File: src/rtl/oc_dispatch_arbiter.sv
// oc_dispatch_arbiter: grants one ready operand collector per cycle to the ALU pipe
// and one to the MEM pipe. Each unit has its own round-robin pointer.
// Optional statistics counters are built when OC_DISPATCH_STATS_EN is defined;
// otherwise the count ports read 0.
module oc_dispatch_arbiter #(
    parameter int unsigned N_OC  = 4,
    parameter int unsigned CNT_W = 16
) (
    input  logic             clk,
    input  logic             rst,
    input  logic [N_OC-1:0]  Ready_OC,
    input  logic [N_OC-1:0]  IsMem_OC,
    input  logic             ALU_Ready,
    input  logic             MEM_Ready,
    output logic [N_OC-1:0]  ALU_Grt,
    output logic [N_OC-1:0]  MEM_Grt,
    output logic [N_OC-1:0]  Dispatch_OC,
    output logic [CNT_W-1:0] ALU_Issue_Cnt,
    output logic [CNT_W-1:0] MEM_Issue_Cnt,
    output logic [CNT_W-1:0] MEM_Stall_Cnt
);

    localparam int unsigned PW = $clog2(N_OC);

    logic [N_OC-1:0] req_alu;
    logic [N_OC-1:0] req_mem;
    logic [PW-1:0]   ptr_alu_q, ptr_alu_d;
    logic [PW-1:0]   ptr_mem_q, ptr_mem_d;

    // Scan from the pointer upward (mod N_OC); the first requester wins.
    function automatic logic [N_OC-1:0] rr_pick(input logic [N_OC-1:0] req,
                                                input logic [PW-1:0]   ptr);
        logic [N_OC-1:0] g;
        logic [PW-1:0]   idx;
        g = '0;
        for (int unsigned k = 0; k < N_OC; k++) begin
            idx = ptr + PW'(k);
            if (g == '0 && req[idx]) g[idx] = 1'b1;
        end
        return g;
    endfunction

    // Index of the set bit of a one-hot vector.
    function automatic logic [PW-1:0] oh_enc(input logic [N_OC-1:0] oh);
        logic [PW-1:0] e;
        e = '0;
        for (int unsigned k = 0; k < N_OC; k++) begin
            if (oh[k]) e = PW'(k);
        end
        return e;
    endfunction

    // Requests split by unit, grants gated by unit readiness and reset.
    always_comb begin
        req_alu     = Ready_OC & ~IsMem_OC;
        req_mem     = Ready_OC &  IsMem_OC;
        ALU_Grt     = '0;
        MEM_Grt     = '0;
        if (!rst && ALU_Ready) ALU_Grt = rr_pick(req_alu, ptr_alu_q);
        if (!rst && MEM_Ready) MEM_Grt = rr_pick(req_mem, ptr_mem_q);
        Dispatch_OC = ALU_Grt | MEM_Grt;
    end

    // Next pointer: one past the winner, or hold when the unit granted nothing.
    always_comb begin
        ptr_alu_d = ptr_alu_q;
        ptr_mem_d = ptr_mem_q;
        if (|ALU_Grt) ptr_alu_d = oh_enc(ALU_Grt) + PW'(1);
        if (|MEM_Grt) ptr_mem_d = oh_enc(MEM_Grt) + PW'(1);
    end

    // Pointer registers.
    always_ff @(posedge clk) begin
        if (rst) begin
            ptr_alu_q <= '0;
            ptr_mem_q <= '0;
        end else begin
            ptr_alu_q <= ptr_alu_d;
            ptr_mem_q <= ptr_mem_d;
        end
    end

`ifdef OC_DISPATCH_STATS_EN
    logic [CNT_W-1:0] alu_cnt_q, alu_cnt_d;
    logic [CNT_W-1:0] mem_cnt_q, mem_cnt_d;
    logic [CNT_W-1:0] stall_cnt_q, stall_cnt_d;

    // Saturating event counters.
    always_comb begin
        alu_cnt_d   = alu_cnt_q;
        mem_cnt_d   = mem_cnt_q;
        stall_cnt_d = stall_cnt_q;
        if (|ALU_Grt && alu_cnt_q != '1) alu_cnt_d = alu_cnt_q + CNT_W'(1);
        if (|MEM_Grt && mem_cnt_q != '1) mem_cnt_d = mem_cnt_q + CNT_W'(1);
        if (|req_mem && !MEM_Ready && stall_cnt_q != '1)
            stall_cnt_d = stall_cnt_q + CNT_W'(1);
    end

    // Counter registers.
    always_ff @(posedge clk) begin
        if (rst) begin
            alu_cnt_q   <= '0;
            mem_cnt_q   <= '0;
            stall_cnt_q <= '0;
        end else begin
            alu_cnt_q   <= alu_cnt_d;
            mem_cnt_q   <= mem_cnt_d;
            stall_cnt_q <= stall_cnt_d;
        end
    end

    assign ALU_Issue_Cnt = alu_cnt_q;
    assign MEM_Issue_Cnt = mem_cnt_q;
    assign MEM_Stall_Cnt = stall_cnt_q;
`else
    assign ALU_Issue_Cnt = '0;
    assign MEM_Issue_Cnt = '0;
    assign MEM_Stall_Cnt = '0;
`endif

    // Grant invariants: one-hot-or-zero, disjoint, and only to requesters.
    a_alu_onehot: assert property (@(posedge clk) $onehot0(ALU_Grt));
    a_mem_onehot: assert property (@(posedge clk) $onehot0(MEM_Grt));
    a_disjoint:   assert property (@(posedge clk) (ALU_Grt & MEM_Grt) == '0);
    a_alu_subset: assert property (@(posedge clk) (ALU_Grt & ~req_alu) == '0);
    a_mem_subset: assert property (@(posedge clk) (MEM_Grt & ~req_mem) == '0);

endmodule

File: config.mk
export PLATFORM = sky130hd
export DESIGN_NAME = oc_dispatch_arbiter
export DESIGN_NICKNAME = d
export VERILOG_FILES = /design/src/rtl/oc_dispatch_arbiter.sv
export SDC_FILE = /design/constraint.sdc
export NUM_CORES = 1
export LEC_CHECK = 0
export ABC_AREA = 1
export BUFFER_PORTS_ARGS = -buffer_cell sky130_fd_sc_hd__buf_4
export CAP_MARGIN = 0
export CORE_AREA = 2 2 60 62
export DETAILED_ROUTE_END_ITERATION = 12
export DIE_AREA = 0 0 62 64
export PLACE_DENSITY = 0.91
export SETUP_SLACK_MARGIN = 0.15
export SYNTH_ARGS = -nofsm -noshare
export SYNTH_HDL_FRONTEND = slang
export SYNTH_SLANG_ARGS = --single-unit
File: constraint.sdc
create_clock -name clk -period 6.3 [get_ports clk]
set_input_delay 0.315 -clock clk [delete_from_list [all_inputs] [get_ports clk]]
set_output_delay 0.315 -clock clk [all_outputs]
set_load 0.02 [all_outputs]
==> impl_metrics.tcl <==
set metrics [dict create \
    outcome "finished clean" \
    grt_first_pass_wirelength_mm 5.40 \
    static-leakage-power_nw 1.08 \
    critical_path_required_ps 5980 \
    cts.repair.resized 0 \
    worst_hold_path.num_cells 4 \
    detail_route.drc_violations 0 \
    synthCells 272 \
    fmaxAchievable_mhz 323 \
    via_count_of_the_first_global_routing_pass 1348 \
    detail_route.vias_per_cell 4.47 \
    drt_iter0_drc 84 \
    largest_net_degree_at_the_start_of_global_routing 13 \
    numClockSinks 4 \
    final.fill_count 349 \
    area_delta_synth_final_pct 4.21 \
    sw_frac_of_total 0.622 \
    ys_warn_count 0 \
    clock_tree_from_tritoncts "built" \
    detailed_place_hpwl_mm 2.80 \
    critical_path.max_stage_delay_ps 510 \
    number_of_antenna_violations_at_the_first_check_in_global_routing 0 \
    period_share 0.492 \
    cts.clk_slew.worst_paths_ps 40 \
    groute.usage.overall 0.173 \
    r2r_end "ptr_alu_q[1]$_SDFFE_PP0P_" \
    h-tree-depth 1 \
    skew_ps 0.0306 \
    timing_max_transition_violations_final 0 \
    layout.nets 326 \
    timing.setup.critical_path_class "reg -> out" \
    critical_path.startpoint "ptr_alu_q[1]$_SDFFE_PP0P_" \
    power.clock.fraction 0.044 \
    final_critical_path_time_including_i_o_delays_and_setup_ps 3100 \
    placed_area_um2 1680 \
    regToRegStartpoint "ptr_alu_q[1]$_SDFFE_PP0P_" \
    postSynthRegisterBits 4 \
    crit_arrival_ps 2780 \
    p_sw_mw 0.445 \
    timing.hold.worst.class "in -> reg" \
    route.vias.total 1532 \
    final_antenna_net_count 0 \
    multiInputGateArea_um2 1210 \
    worst_path_setup_slack_after_routing_ps 3200 \
    fp.dieArea_um2 3970 \
    timing.max_cap.violations 0 \
    critPathCaptureType "output pin" \
    cp_cell_sequence "inv_1 > ha_1 > inv_1 > nand3_1 > nand2_1 > inv_1 > nand2_1 > inv_2 > nand3_1 > nand2_2 > nor2_2 > nand3_1 > nand2_2 > nor2_4 > nand2_2 > nor2_1 > o21ai_1 > nand2_1 > buf_4" \
    synthDominantAreaCellType "buf_4" \
    internal_power_mw 0.270 \
    starting_density_of_the_core 0.498 \
    worst-path-max-fanout 9 \
    average_wire_per_standard_cell_um 9.38 \
    crit_slowest_cell "dfxtp_1" \
    avgSynthCellArea_um2 6.02 \
    unrepaired_setup_endpoints_after_global_routing "no" \
    sequential_cell_area_um2 80.1 \
    ctsRootBufferMaster "clkbuf_4" \
    mostFrequentLayoutCell "nand2_1" \
    die_y_um 64 \
    timing.critical_path.from_type "register" \
    synth_enable_flop_cells 0 \
    cts_inserted_buffers 3 \
    die_width_um 62 \
    first_pass_iters 4 \
    clk-insertion-delay-late_ps 230 \
    n_antenna_cell 0 \
    dp_slack_ps 3500 \
    wl_mm 3.22 \
    place_congestion 0.909 \
    power.sequential.fraction 0.080 \
    synth.distinct_cells 22 \
    synthFlopType "dfxtp_1" \
    yosysTopAreaCellShare 0.220 \
    critPathTopFamily "simple AND/OR/NAND/NOR gates" \
    finalHoldViolCount 0 \
    fp-row-count 21 \
    postCtsSetupBuffers 0 \
    grt-ovfl-total 0 \
    synthArstFlopShare 0 \
    final_design_area_no_fill_um2 1710 \
    instance_count_on_the_critical_path 19 \
    core_area_um2 3280 \
    postCtsHoldBufs 0 \
    pwr_dens_nw_per_um2 419 \
    mappedNetlistArea_um2 1640 \
    setup_viol 0 \
    ir_drop_mv 0.195 \
    pin_count 72 \
    io_buffer_count 23 \
    pwr-share-comb 0.876 \
    rr_worst_depth 20 \
    final_cell_mix "65 x nand2_1, 48 x conb_1, 37 x inv_1, 34 x nand3_1, 23 x buf_4" \
    seq_area_frac_synth 0.0489 \
    drive_above_1_share 0.226 \
    setup-tns-final_ps 0 \
    endpoint "Dispatch_OC[3]" \
    yosys-top-cells-area "buf_4 22%, nand2_1 15%, ha_1 11%" \
    ctsLongestPathBuffers 2 \
    crit_buf_inv 5 \
    reg2reg_setup_slack_ps 3660 \
]
[synth_stat cells (3+ instances only)]
cell type,count
a21oi_1,3
buf_4,48
dfxtp_1,4
ha_1,15
inv_1,37
inv_2,5
nand2_1,65
nand2_2,14
nand3_1,34
nand3_2,12
nor2_1,14
nor2_2,4
nor2_4,4
o21ai_0,3
[worst min-delay path by stage]
stage | start | to
2_1_floorplan | rst | ptr_alu_q[0]$_SDFFE_PP0P_
3_3_place_gp | ptr_alu_q[1]$_SDFFE_PP0P_ | ptr_alu_q[1]$_SDFFE_PP0P_
3_5_place_dp | ptr_alu_q[1]$_SDFFE_PP0P_ | ptr_alu_q[1]$_SDFFE_PP0P_
4_1_cts | rst | ptr_alu_q[1]$_SDFFE_PP0P_
5_1_grt | rst | ptr_alu_q[1]$_SDFFE_PP0P_
6_report | rst | ptr_alu_q[1]$_SDFFE_PP0P_
[registers in the layout (all words and copies together) (netlist names)]
| name | flops |
|---|---|
| ptr_alu_q | 2 |
| ptr_mem_q | 2 |
[power groups by stage]
stage                     logic, mW  clock network (mW)  registers, mW
after floorplan               0.519                   0         0.0513
after global placement        0.607                   0         0.0555
after detailed placement      0.620                   0         0.0564
after CTS                     0.623              0.0326         0.0564
after global routing          0.701              0.0349         0.0598
final                         0.626              0.0317         0.0568
[cell type report]
class | count | area share
inverter | 44 | 0.0968
timing repair buffer | 23 | 0.101
clock buffer | 3 | 0.0132
tap | 46 | 0.0337
multi-input combinational | 223 | 0.708
sequential | 4 | 0.0470
[worst register-to-register path, stage by stage (launching register included)]
cell and delay, ps:
dfxtp_1 510, inv_1 190, ha_1 320, inv_1 90, nand3_1 80, nand2_1 60, inv_1 30, nand2_1 60
inv_2 60, nand3_1 90, nand2_2 70, nor2_2 140, nand3_1 100, nand2_2 110, nor2_4 60, nand3_1 70
nand2_1 70, nand2_1 130, nand2_1 80, a21oi_1 140, nor2_1 50
[metrics by stage]
| stage | std cells | total power, mW | hold slack, ps | utilization |
|---|---|---|---|---|
| 2_1_floorplan | 319 | 0.570 | 520 | - |
| 3_3_place_gp | 340 | 0.662 | 633 | 0.512 |
| 3_5_place_dp | 340 | 0.676 | 635 | 0.512 |
| 4_1_cts | 343 | 0.712 | 403 | 0.519 |
| 5_1_grt | 343 | 0.795 | 421 | 0.519 |
| 6_report | 343 | 0.715 | 416 | 0.519 |
[cell families after synthesis]
family,after synthesis,share of synthesized area
other cells,1,0.00229
simple gates,148,0.459
flops,4,0.0489
fa+ha+maj,15,0.115
compound gates,12,0.0535
buf+inv,92,0.321
[per-layer routing]
layer	wire, um	up-vias	GRT usage
met1	1300	687	0.198
met5	0	-	0
met2	1710	40	0.309
met4	82	0	0.0612
met3	122	8	0.0263
li1	-	797	-
(Power assumes the default switching activity.)
